`src/rtl/uart_rx_deserializer.sv`:
```
// Serial 8N1 receiver: start detect, mid-bit sampling, LSB-first reassembly,
// and a ready/read handshake toward the host.
module uart_rx_deserializer #(
  parameter int DATA_BITS   = 8,
  parameter int SYNC_STAGES = 2
) (
  input  logic                 clk,
  input  logic                 rst,
  input  logic [15:0]          div_msb_lsb,
  input  logic                 enable_rcv,
  input  logic                 ser_in,
  input  logic                 rd_en,
  output logic [DATA_BITS-1:0] dout,
  output logic                 data_ready,
  output logic                 framing_err,
  output logic                 overrun_err,
  output logic                 enable_rcv_clk
);

  localparam int IW = $clog2(DATA_BITS + 1);
  localparam logic [IW-1:0] LAST = IW'(DATA_BITS - 1);

  typedef enum logic [1:0] {
    IDLE,
    START,
    DATA,
    STOP
  } state_t;

  state_t state, state_nx;

  logic [SYNC_STAGES-1:0] sync;
  logic                   sin_s;
  logic                   fall;

  logic [15:0]          d;
  logic [15:0]          h;
  logic [15:0]          cnt, cnt_nx;
  logic [IW-1:0]        bit_idx, bit_idx_nx;
  logic [DATA_BITS-1:0] shift, shift_nx;
  logic                 bit_end;
  logic                 load;

  assign d = (div_msb_lsb < 16'd2) ? 16'd2 : div_msb_lsb;
  assign h = d >> 1;

  // The last sync stage is the edge register: a start bit is seen the
  // cycle it is about to enter sin_s, which keeps div=2 sampling mid-bit.
  assign sin_s = sync[SYNC_STAGES-1];
  assign fall  = sin_s & ~sync[SYNC_STAGES-2];

  assign bit_end        = (cnt == d - 16'd1);
  assign enable_rcv_clk = (state != IDLE);

  always_comb begin
    state_nx   = state;
    cnt_nx     = cnt;
    bit_idx_nx = bit_idx;
    shift_nx   = shift;
    load       = 1'b0;
    if (!enable_rcv) begin
      state_nx = IDLE;
      cnt_nx   = '0;
    end else begin
      unique case (state)
        IDLE: begin
          if (fall) begin
            state_nx = START;
            cnt_nx   = '0;
          end
        end
        START: begin
          if (cnt == h) begin
            cnt_nx = '0;
            if (!sin_s) begin
              state_nx   = DATA;
              bit_idx_nx = '0;
            end else begin
              state_nx = IDLE;
            end
          end else begin
            cnt_nx = cnt + 16'd1;
          end
        end
        DATA: begin
          if (bit_end) begin
            shift_nx   = {sin_s, shift[DATA_BITS-1:1]};
            cnt_nx     = '0;
            bit_idx_nx = bit_idx + IW'(1);
            if (bit_idx == LAST) state_nx = STOP;
          end else begin
            cnt_nx = cnt + 16'd1;
          end
        end
        STOP: begin
          if (bit_end) begin
            load     = 1'b1;
            cnt_nx   = '0;
            state_nx = IDLE;
          end else begin
            cnt_nx = cnt + 16'd1;
          end
        end
        default: state_nx = IDLE;
      endcase
    end
  end

  always_ff @(posedge clk or posedge rst) begin
    if (rst) begin
      state   <= IDLE;
      sync    <= '1;
      cnt     <= '0;
      bit_idx <= '0;
      shift   <= '0;
    end else begin
      state   <= state_nx;
      sync    <= {sync[SYNC_STAGES-2:0], ser_in};
      cnt     <= cnt_nx;
      bit_idx <= bit_idx_nx;
      shift   <= shift_nx;
    end
  end

  // A load in the same cycle as a read keeps the new byte pending.
  always_ff @(posedge clk or posedge rst) begin
    if (rst) begin
      dout        <= '0;
      data_ready  <= 1'b0;
      framing_err <= 1'b0;
      overrun_err <= 1'b0;
    end else begin
      if (load) begin
        dout        <= shift;
        data_ready  <= 1'b1;
        framing_err <= ~sin_s;
      end else if (rd_en) begin
        data_ready <= 1'b0;
      end
      if (load && data_ready && !rd_en) begin
        overrun_err <= 1'b1;
      end else if (rd_en && data_ready) begin
        overrun_err <= 1'b0;
      end
    end
  end

endmodule

```
`config.mk`:
```
export PLATFORM = sky130hd
export DESIGN_NAME = uart_rx_deserializer
export DESIGN_NICKNAME = d
export VERILOG_FILES = /design/src/rtl/uart_rx_deserializer.sv
export SDC_FILE = /design/constraint.sdc
export NUM_CORES = 1
export LEC_CHECK = 0
export BUFFER_PORTS_ARGS = -buffer_cell sky130_fd_sc_hd__buf_2
export CORE_MARGIN = 8
export CORE_UTILIZATION = 40
export CTS_CLUSTER_DIAMETER = 150
export DETAILED_ROUTE_END_ITERATION = 8
export PLACE_DENSITY = 0.66
export SLEW_MARGIN = 15
export SYNTH_ARGS = -nofsm -noshare
export SYNTH_HDL_FRONTEND = slang
export SYNTH_SLANG_ARGS = --single-unit
```
`constraint.sdc`:
```
create_clock -name clk -period 2.9 [get_ports clk]
set_input_delay 0.145 -clock clk [delete_from_list [all_inputs] [get_ports clk]]
set_output_delay 0.145 -clock clk [all_outputs]
set_load 0.01 [all_outputs]
```
Yosys cells after proc, flatten, opt, wreduce, memory -nomap -nowiden. Cells that the tools add are included.

Register bits: 43. Input bits: 21. Output and inout port bits: 12.

$add $sub $neg: 3. Magnitude comparators: 1. Equality and inequality tests: 14. Multiplexer cells: 25. Bitwise operators: 3. Reductions and logical operators: 13.

Operators with widths (number): two-way mux 16 bit (5); case mux 16 bit (3 select lines) (1); adder 16 x 1 -> 16 bit, second input constant (1); == test 16 x 15 -> 1 bit (1); == test 16 bit (1); less-than comparator 16 x 2 -> 1 bit, second input constant (1); subtractor 16 x 1 -> 16 bit, second input constant (1); != test 3 bit, second input constant (5); two-way mux 2 bit (7); two-way mux 4 bit (3); AND reduction 5 bit (2); case mux 2 bit (4 select lines) (1); case mux 4 bit (2 select lines) (1); nonzero test 2 bit (4); two-way mux 1 bit (7); != test 2 bit, second input constant (3); adder 4 x 1 -> 4 bit, second input constant (1); == test 2 bit, second input constant (2); == test 4 x 3 -> 1 bit, second input constant (1); logical AND 1 bit (3); AND reduction 3 bit (1); == test 2 x 1 -> 1 bit, second input constant (1); logical NOT 2 bit (1); inverter 1 bit (2); other kinds (3) (3).

Longest topological paths before layout. Gate-level depths: netlist of run 1.

Depth in word-level cells: 10. Mapped depth: 16. Mapped depth without buffers: 12.

Least setup slack after synthesis of run 1. OpenSTA, ideal clock, no wires.

Path type: input to register. Start: in div_msb_lsb[12]. End: reg dout[0]. Setup time: 0.125 ns. Arrival time: 3.502 ns. Setup slack: -0.726 ns. Cell stages on the path: 12. Buffers on the path: 1. Cells stage by stage: nor4_2 nand4_1 o21ai_0 ha_1 or4b_1 or4_1 a211oi_1 nor2_1 nor4_2 and3_2 buf_4 mux2_2.

Word-level cells in the longest chain between the ends: 7.

Ends and longest elaborated chain: start, declared (line 9) `input logic [15:0] div_msb_lsb,`; less-than comparator 16 x 2 -> 1 bit (line 44) `assign d = (div_msb_lsb < 16'd2) ? 16'd2 : div_msb_lsb;`; two-way mux 16 bit * (line 44); subtractor 16 x 1 -> 16 bit * (line 52) `assign bit_end = (cnt == d - 16'd1);`; == test 16 bit * (line 52); two-way mux 1 bit * (line 96) `if (bit_end) begin`; two-way mux 1 bit * (line 65) `unique case (state)`; two-way mux 1 bit * (line 61) `if (!enable_rcv) begin`; end signal, assigned (line 134) `dout <= shift;`; end, declared (line 13) `output logic [DATA_BITS-1:0] dout,`.

Mark *: on every way between the ends. The rest lies on a longest branch, timed or not. A chain may end at the register's enable or synchronous reset.

Worst setup path after layout of run 1.
Start: in div_msb_lsb[8]. End: reg dout[6].

Same word-level chain as after synthesis.

==> metrics.txt, run 1 <==
status=finished, violations left; failing checks=negative setup slack; fillers=651; DR pass1 iterations=4; mapped cell area=0.00289 mm²; initial antenna violation count=0; drt wl/cell=16.4 µm; io pins=33; DRT iter0 DRCs=192; sequential area share after synthesis=0.373; largest net degree at the start of global routing=25; critical path class=in -> reg; Gate power share=0.309; core area=0.00714 mm²; Syn Area/Cell=9.31 µm²; RSZ-0062 raised after global routing=true; ys async rst share=1.00; Net Sw Frac=0.314; Vias/cell=5.53; dpl hpwl=5480 µm; Crit. End Element=flip-flop; NetSw=0.000567 W; Post-synth top flop=dfrtp_1; routed wire length=7790 µm; CP Launch Type=primary input; NumNets Final=400; Sink Count=43; min-delay worst type=in -> reg; Post-Synthesis Cells=311; H-tree depth=2; cts bufs inserted=5; Final period util=1.07; P&R area growth vs syn=33.3%; P_leak=1.79 nW; Slew @ Worst Pin=0.750 ns; Post-route DRC=0; post-route setup slack=-0.200 ns; Ys Warns=0; f_max=323 MHz; number of synthesized flops with an enable pin=0; Die Ht=101 µm; grt total ovfl=0; Rows=31; initial core utilization=0.406; routed via count=2633; vias in the first global route=2522; Die ar.=0.0102 mm²; fin crit period=3.10 ns; clk_lat worst skew=0.30 ns; Post-Syn Nets=335; Internal Power=0.00124 W; TritonCTS clock tree=yes; Setup-failing EPs final=39; gpl congestion=0.876; Seq pwr share=0.378; final hold viol count=0; die width=101 µm; Antenna Diode Count=0; Peak VDD IR=0.226 mV; post-route insts no fill=476; Root Buffer=clkbuf_8; pwr dens=468 mW/mm²; register bit total from synthesis=43; CTS max path bufs=2; crit-path max FO=10; DP Area=0.00343 mm²; Slew Viols, Final=0; Routed Antenna Nets=0; Final Skew=0.00744 ns; Max-Cap Viols=0; Rel. slew slack=0.497; Port Buffers=32; placed cells=459; first-pass GRT wire length=12200 µm; share of layout cells above drive strength 1=0.395; CP Data Arrival Time=3.29 ns; Cell variety after synth=58; Total Routing Usage GR=0.149; clock power share=0.313; Clk pin slew, worst setup/hold paths=0.09 ns; fin area=0.00386 mm²; CP required=3.09 ns
cells in the final DEF, fill, tap and decap left out, types with 5 or more instances in the layout:
cell      synthesis  layout
a21o_1            5       5
a21oi_1           7       5
buf_2             4      28
buf_4             5      35
buf_6             2      12
clkbuf_8          0       5
dfrtp_1          41      41
inv_1             8       7
mux2_2            8       6
mux2_4            8      10
mux2i_1           7       7
nand2_1          24      23
nand2b_1          5       5
nand3_1          11       8
nor2_1           15      15
nor3_1           13      11
nor4_1            8       6
o21ai_0          23      11
o21ai_2           0       8
or2_2             5       5
or3_1            10      10
xnor2_1          11      11
xor2_1           17      17
cell usage after synthesis (2+ instances only):
| cell type | instances | area share |
|---|---|---|
| dfrtp_1 | 41 | 0.35 |
| nand2_1 | 24 | 0.031 |
| o21ai_0 | 23 | 0.040 |
| xor2_1 | 17 | 0.051 |
| nor2_1 | 15 | 0.019 |
| nor3_1 | 13 | 0.022 |
| clkbuf_1 | 11 | 0.014 |
| nand3_1 | 11 | 0.019 |
| xnor2_1 | 11 | 0.033 |
| or3_1 | 10 | 0.022 |
| inv_1 | 8 | 0.010 |
| mux2_2 | 8 | 0.031 |
| mux2_4 | 8 | 0.042 |
| nor4_1 | 8 | 0.017 |
| a21oi_1 | 7 | 0.012 |
| mux2i_1 | 7 | 0.024 |
| a21o_1 | 5 | 0.013 |
| buf_4 | 5 | 0.013 |
| nand2b_1 | 5 | 0.011 |
| or2_2 | 5 | 0.011 |
| buf_2 | 4 | 0.0069 |
| nor2b_1 | 4 | 0.0086 |
| or4_1 | 4 | 0.010 |
| and3_1 | 3 | 0.0065 |
| and4_1 | 3 | 0.0091 |
| ha_1 | 3 | 0.013 |
| nand3b_1 | 3 | 0.0078 |
| o22ai_1 | 3 | 0.0065 |
| o32ai_1 | 3 | 0.0091 |
| a211oi_1 | 2 | 0.0052 |
| a311oi_1 | 2 | 0.0061 |
| a41o_1 | 2 | 0.0069 |
| and2_1 | 2 | 0.0043 |
| buf_6 | 2 | 0.0078 |
| dfstp_2 | 2 | 0.018 |
| nand4_1 | 2 | 0.0043 |
| nor4_2 | 2 | 0.0086 |
| o21a_1 | 2 | 0.0052 |
| o31ai_1 | 2 | 0.0052 |
registers in the layout, indices dropped and copies added (netlist names):
| register | count |
|---|---|
| cnt | 16 |
| data_ready | 1 |
| sync | 2 |
| overrun_err | 1 |
| framing_err | 1 |
| dout | 8 |
| bit_idx | 4 |
| shift | 8 |
| state | 2 |
worst paths after layout:
path	from	end	slack, ns	cells after the start
worst max-delay path	div_msb_lsb[8]	dout[6]	-0.20	13
worst min-delay path	rd_en	overrun_err	0.02	2
worst max register to register	cnt[5]	cnt[15]	0.31	9
worst min register to register	sync[0]	sync[1]	0.37	0
max in group asynchronous	rst	sync[0]	1.70	4
min in group asynchronous	rst	overrun_err	0.43	3
power by group through the flow:
stage	Clock, W	Sequential, W	Combinational [W]
global route	0.000606	0.000687	0.000597
detailed placement	0	0.000690	0.000412
finish	0.000565	0.000682	0.000558
CTS	0.000576	0.000678	0.000435
floorplan	0	0.000650	0.000311
global placement	0	0.000689	0.000408
metrics by stage:
stage	util	hold WS, ns	total power [W]	setup TNS (ns)	setup WS, ns
after floorplan	-	0.149	0.000961	-17.82	-0.542
after global placement	0.481	0.208	0.00110	-25.00	-0.681
after detailed placement	0.481	0.211	0.00110	-27.09	-0.744
after CTS	0.517	0.0178	0.00169	-6.23	-0.227
after global routing	0.541	0.0271	0.00189	-8.40	-0.271
final	0.541	0.0216	0.00181	-5.31	-0.200
cell type report:
type                            instances  area, µm²  share of cell area
Multi-Input combinational cell        239       1890               0.489
Sequential cell                        43       1080               0.280
Timing Repair Buffer                   79        603               0.156
Tap cell                               99        124              0.0321
Clock buffer                            5       68.8              0.0178
Clock inverter                          3       67.6              0.0175
Inverter                                8       30.0             0.00778
logic make-up after synthesis:
| group | after synthesis | share of synthesized area |
|---|---|---|
| AO/OA/AOI/OAI | 62 | 0.141 |
| adder cells (fa/ha/maj) | 3 | 0.0130 |
| XOR/XNOR | 28 | 0.0847 |
| multiplexers | 23 | 0.0968 |
| buffers and inverters | 30 | 0.0523 |
| flip-flops | 43 | 0.373 |
| AND/OR/NAND/NOR | 122 | 0.240 |
repair_timing:
item,in CTS,in global routing
endpoints found under the hold margin,20,0
setup endpoints to repair,41,41
buffers inserted,3,4
hold buffers,2,0
pin swaps,7,11
cloned,0,3
gates resized for setup,20,28
critical path, stage by stage:
cell and delay [ns]:
buf_6 0.09, or4_4 0.54, o21ai_2 0.16, ha_2 0.19, or4b_4 0.49, buf_6 0.16
nor4_2 0.27, a41o_1 0.16, o22ai_2 0.07, nor4_2 0.22, buf_4 0.17, and3_4 0.27
mux2_2 0.35
layer usage:
| layer | track usage | part of all wire | up-vias |
|---|---|---|---|
| li1 | - | - | 1258 |
| met1 | 0.196 | 0.46 | 1310 |
| met2 | 0.237 | 0.48 | 56 |
| met3 | 0.0311 | 0.045 | 9 |
| met4 | 0.0447 | 0.014 | 0 |
| met5 | 0 | 0 | - |
Power figures use the tool's default switching activity.
==> inputs of run 2 (changes only) <==
- CAP_MARGIN: default -> 20
- CTS_BUF_LIST: default -> sky130_fd_sc_hd__clkbuf_2
- PLACE_DENSITY: 0.66 -> 0.61
==> run 2 against run 1 <==
The run still ends with negative setup slack left. Register-to-register slack better by 0.04 ns. Clock skew up 0.0062 ns. Maximum frequency is 3.9% higher. First-iteration DRC count is 30% lower. Count of clock-buffer cells in the layout unchanged. Routed wire length decreased by 11%. Cell count rose by 1.1%. Die area did not move. Utilization fell by 1.5 points. Critical path type unchanged. Highest routed layer unchanged.
==> metrics.txt, run 2 (synthesis gave the netlist of run 1 again) <==
Rel. slew slack=0.554 (+0.0575); worst hold stages=2 (unchanged); Slew @ Worst Pin=0.665 ns (-0.0857 ns); final hold viol count=0 (unchanged); drt wl/cell=14.5 µm (-12%); clk_lat worst skew=0.42 ns (+0.12 ns); Total Routing Usage GR=0.144 (-0.00452); routed wire length=6950 µm (-11%); post-route insts no fill=481 (+1.1%); Routed Antenna Nets=0 (unchanged); Largest Register=cnt; Worst Hold End=state[1]; Sink Count=43 (unchanged); crit-path max FO=8 (-2); max reg flops=16 (unchanged); initial core utilization=0.406 (unchanged); r2r setup slk=0.35 ns (+0.04 ns); DP Area=0.00344 mm² (about the same); Antenna Diode Count=0 (unchanged); R2R cell count=9 (unchanged); NumNets Final=405 (+1.3%); CP Launch Type=primary input; FF-to-FF End=shift[0]; status=finished, violations left; Peak VDD IR=0.164 mV (-27%); first-pass GRT wire length=12000 µm (-1.6%); f_max=335 MHz (+3.9%); Final period util=1.03 (-0.0404); Port Buffers=32 (unchanged); Rows=31 (unchanged); CP required=3.24 ns (+0.15 ns); top sig layer=met4; core area=0.00714 mm² (unchanged); critical path class=in -> reg; gpl congestion=0.886 (+1.1%); initial antenna violation count=0 (unchanged); RSZ-0062 raised after global routing=true; min-delay worst type=in -> reg; most frequent cells in the layout=43 x buf_4, 41 x dfrtp_1, 30 x buf_2; Clk pin slew, worst setup/hold paths=0.24 ns (+0.15 ns); routed via count=2570 (-2.4%); failing checks=negative setup slack; Die ar.=0.0102 mm² (unchanged); vias in the first global route=2519 (-0.12%); io pins=33 (unchanged); fin crit period=2.98 ns (-0.117 ns); routed wl met2=3300 µm (-12%); Regs by FF count=cnt: 16 flops, dout: 8 flops, shift: 8 flops; M1 WL=3360 µm (-6.9%); fillers=675 (+3.7%); largest net degree at the start of global routing=25 (unchanged); Crit. End Element=flip-flop; Die Ht=101 µm (unchanged); Final Skew=0.0136 ns (+0.00616 ns); pwr dens=385 mW/mm² (-18%); post-route setup slack=-0.0827 ns (+0.117 ns); final core utilization=0.526 (-0.0151); cts bufs inserted=5 (unchanged); DRT iter0 DRCs=135 (-30%); CTS max path bufs=2 (unchanged); final setup TNS=-1.20 ns (+4.11 ns); P&R area growth vs syn=29.6%; P_leak=1.74 nW (-2.8%); die width=101 µm (unchanged); hold wc startpoint=enable_rcv; TritonCTS clock tree=yes; dpl hpwl=5250 µm (-4.1%); H-tree depth=2 (unchanged); Max-Cap Viols=0 (unchanged); Root Buffer=clkbuf_2; fin area=0.00375 mm² (-2.8%); Vias/cell=5.34 (-3.4%); r2r startpoint=cnt[4]; Setup-failing EPs final=23 (-41%); placed cells=461 (+0.44%); Slew Viols, Final=0 (unchanged); WHS=0.0306 ns (+0.00899 ns); WL met3=228 µm (-34%); grt total ovfl=0 (unchanged); commonest non-fill, non-tap cell in the layout=buf_4; CP Data Arrival Time=3.32 ns (+0.03 ns); share of layout cells above drive strength 1=0.387 (-0.00779); Post-route DRC=0 (unchanged); DR pass1 iterations=4 (unchanged)
run 2: cell count changes in the layout (fill, tap and decap cells not counted), moves of 3 or more:
cell,before,now
buf_4,35,43
buf_6,12,7
clkbuf_2,0,5
clkbuf_8,5,0
o21ai_1,4,7
o21ai_2,8,5
run 2: critical path: stages:
cell      delay (ns)
buf_6           0.10
nor4_4          0.34
nand4_1         0.19
o21ai_1         0.18
ha_2            0.19
or4b_4          0.47
buf_6           0.15
nor3_4          0.11
xnor2_1         0.15
nand4b_1        0.21
nor4_4          0.36
and2_1          0.19
buf_6           0.13
nand2_8         0.09
mux2_4          0.32
run 2: metrics by stage:
step | setup slack [ns] | total power [W]
2_1_floorplan | -0.542 | 0.000961
3_3_place_gp | -0.700 | 0.00110
3_5_place_dp | -0.743 | 0.00110
4_1_cts | -0.0362 | 0.00140
5_1_grt | -0.197 | 0.00154
6_report | -0.0827 | 0.00144
run 2: final cells by class:
type / count / area, µm² / share of cell area
inverters: 8 / 30.0 / 0.00801
flip-flops and latches: 43 / 1080 / 0.288
repair buffers: 85 / 622 / 0.166
clock buffers: 5 / 25.0 / 0.00667
multi-input cells: 238 / 1850 / 0.493
well taps: 99 / 124 / 0.0330
clock inverters: 3 / 23.8 / 0.00634
run 2: per-layer routing:
layer  track usage  vias up
met5             0        -
met4        0.0435        0
met3        0.0249        8
met2         0.225       39
met1         0.197     1258
li1              -     1265
run 2: report_power, final:
part           switching [W]  leakage, nW  internal, W
clock               0.000213       0.0256    0.0000617
sequential         0.0000580        0.586     0.000625
combinational       0.000247         1.13     0.000238
total               0.000517         1.74     0.000925
run 2: worst max-delay path by stage:
stage / from / end / cells past startpoint
2_1_floorplan: div_msb_lsb[5] / shift[0] / 14
3_3_place_gp: div_msb_lsb[12] / shift[3] / 14
3_5_place_dp: div_msb_lsb[12] / shift[7] / 15
5_1_grt: div_msb_lsb[9] / shift[0] / 15
4_1_cts: div_msb_lsb[9] / shift[0] / 15
6_report: div_msb_lsb[9] / shift[0] / 15
run 2: timing repair:
item	CTS	global route
resized for setup	22	13
pin swaps	11	3
hold buffers	3	0
hold endpoints to repair	22	0
buffers inserted	7	2
gates cloned	0	0
setup endpoints to repair	38	37
==> inputs of run 3 (changes only) <==
- PLACE_DENSITY: 0.61 -> 0.66
==> run 3 against run 2 <==
The run still ends with negative setup slack left. Via count is 1.1% higher. Sequential share of layout area is 0.26 points lower. Combinational power is 2% higher. Count of clock-buffer cells in the layout stayed put. Die area stayed put. Utilization is 0.47 points higher. Critical endpoint unchanged. Largest cell class unchanged. Hold slack better by 0.024 ns. Routed wire length is 9.0% higher. Sequential power hardly changed. Power is 12% higher. Flip-flop and latch count stayed put. Highest routed layer unchanged. Worst setup slack worse by 0.0087 ns.
==> metrics.txt, run 3 (synthesis gave the netlist of run 1 again) <==
status=finished, violations left; failing checks=negative setup slack; final hold viol count=0 (unchanged); initial antenna violation count=0 (unchanged); Rel. slew slack=0.493 (-0.0613); CP Data Arrival Time=3.33 ns (about the same); NumNets Final=397 (-2.0%); Vias/cell=5.49 (+2.8%); Net Sw Frac=0.317 (-0.0416); TritonCTS clock tree=yes; placed cells=459 (-0.43%); Regs by FF count=cnt: 16 flops, dout: 8 flops, shift: 8 flops; fin crit period=2.99 ns (+0.00875 ns); FF-to-FF End=cnt[15]; share of layout cells above drive strength 1=0.364 (-0.0238); Port Buffers=32 (unchanged); P&R area growth vs syn=30.8%; vias in the first global route=2497 (-0.87%); routed wl met2=3590 µm (+8.9%); Setup-failing EPs final=25 (+8.7%); first-pass GRT wire length=12200 µm (+1.6%); M1 WL=3620 µm (+7.9%); CP Launch Type=primary input; Peak VDD IR=0.187 mV (+14%); Worst Hold End=state[1]; Crit. End Element=flip-flop; routed wire length=7580 µm (+9.0%); Die Ht=101 µm (unchanged); Slew Viols, Final=0 (unchanged); Root Buffer=clkbuf_2; R2R cell count=9 (unchanged); drt wl/cell=16.0 µm (+11%); dpl hpwl=5480 µm (+4.3%); Max-Cap Viols=0 (unchanged); Largest Register=cnt; DR pass1 iterations=5 (+1); CP required=3.24 ns (about the same); initial core utilization=0.406 (unchanged); Max stage delay on crit path=0.54 ns (+0.07 ns); Final Power=0.00162 W (+12%); critical path class=in -> reg; crit-path max FO=8 (unchanged); Slew @ Worst Pin=0.756 ns (+0.0914 ns); grt total ovfl=0 (unchanged); Rows=31 (unchanged); io pins=33 (unchanged); slowest CP cell=or4_4; routed via count=2597 (+1.1%); r2r startpoint=cnt[5]; Final period util=1.03 (+0.00302); Die ar.=0.0102 mm² (unchanged); post-route insts no fill=473 (-1.7%); hold wc startpoint=enable_rcv; most frequent cells in the layout=41 x dfrtp_1, 34 x buf_4, 28 x buf_2; r2r setup slk=0.32 ns (-0.03 ns); pwr dens=428 mW/mm² (+11%); Post-route DRC=0 (unchanged); NetSw=0.000514 W (-0.64%); max reg flops=16 (unchanged); core area=0.00714 mm² (unchanged); DRT iter0 DRCs=169 (+25%); RSZ-0062 raised after global routing=true; H-tree depth=2 (unchanged); Antenna Diode Count=0 (unchanged); Internal Power=0.00111 W (+20%); Sink Count=43 (unchanged); top sig layer=met4; Final Skew=0.0191 ns (+0.00546 ns); CTS max path bufs=2 (unchanged); Total Routing Usage GR=0.148 (+0.00398); commonest non-fill, non-tap cell in the layout=dfrtp_1; final core utilization=0.530 (+0.00473); crit-path cells=buf_6 > or4_4 > o21ai_2 > ha_2 > or4b_4 > buf_6 > nor4_2 > a41o_1 > o22ai_2 > nor4_2 > buf_4 > and2_4 > nand2_8 > mux2_4; f_max=334 MHz (-0.29%); cts bufs inserted=5 (unchanged); Seq pwr share=0.420 (-0.054); clk_lat worst skew=0.43 ns (about the same); clock power share=0.274 (+0.084); Routed Antenna Nets=0 (unchanged); gpl congestion=0.876 (-1.1%); largest net degree at the start of global routing=25 (unchanged); post-route setup slack=-0.0914 ns (-0.00875 ns); Clk pin slew, worst setup/hold paths=0.23 ns (about the same); Gate power share=0.306 (-0.030); min-delay worst type=in -> reg; P_leak=1.76 nW (+1.3%); WL met3=257 µm (+13%); die width=101 µm (unchanged); worst hold stages=2 (unchanged)
[run 3: changes by cell type in the layout (fill, tap and decap cells not counted), moves of 4 or more]
cell	before	now
mux2_2	6	0
o21ai_1	7	11
mux2_4	10	16
buf_4	43	34
o21ai_2	5	1
[run 3: through the flow]
step	TNS, ns	hold slack, ns	cell area [µm²]	setup slack (ns)
2_1_floorplan	-17.82	0.149	2980	-0.542
5_1_grt	-1.88	0.0214	3780	-0.114
3_5_place_dp	-27.09	0.211	3430	-0.744
3_3_place_gp	-25.00	0.208	3430	-0.681
4_1_cts	-0.935	0.0306	3690	-0.0792
6_report	-1.42	0.0547	3780	-0.0914
[run 3: layout make-up]
class                   instances  area (µm²)
fillers                       670        3350
clock inverters                 3        67.6
flip-flops and latches         43        1080
clock buffers                   5        25.0
well taps                      99         124
multi-input cells             239        1870
repair buffers                 76         588
inverters                       8        30.0
[run 3: how the worst max path moves through the flow]
stage / from / to / slack, ns
6_report: div_msb_lsb[8] / shift[0] / -0.09
5_1_grt: div_msb_lsb[8] / shift[2] / -0.11
4_1_cts: div_msb_lsb[8] / shift[2] / -0.08
3_5_place_dp: div_msb_lsb[8] / shift[4] / -0.74
3_3_place_gp: div_msb_lsb[8] / shift[4] / -0.68
2_1_floorplan: div_msb_lsb[5] / shift[0] / -0.54
[run 3: power groups by stage]
stage / sequential (W) / combinational [W] / clock, W
floorplan: 0.000650 / 0.000311 / 0
CTS: 0.000679 / 0.000473 / 0.000451
global placement: 0.000689 / 0.000408 / 0
detailed placement: 0.000690 / 0.000412 / 0
finish: 0.000681 / 0.000496 / 0.000444
global route: 0.000686 / 0.000533 / 0.000480
[run 3: critical path: cells and delay by family]
| family | cells | cell delay, ns |
|---|---|---|
| AND/OR/NAND/NOR | 6 | 1.83 |
| buffers and inverters | 3 | 0.43 |
| AO/OA/AOI/OAI | 3 | 0.40 |
| multiplexers | 1 | 0.32 |
| adder cells (fa/ha/maj) | 1 | 0.20 |
[run 3: what timing repair did]
item,CTS,global route
resized for setup,20,21
setup buffers,2,0
setup endpoints to repair,38,36
hold buffers,3,0
cloned,1,1
hold endpoints to repair,22,0
pin swaps,5,10
[run 3: metal layers]
layer,global-route usage,up-vias
li1,-,1257
met1,0.198,1289
met2,0.233,42
met3,0.0318,9
met4,0.0435,0
met5,0,-
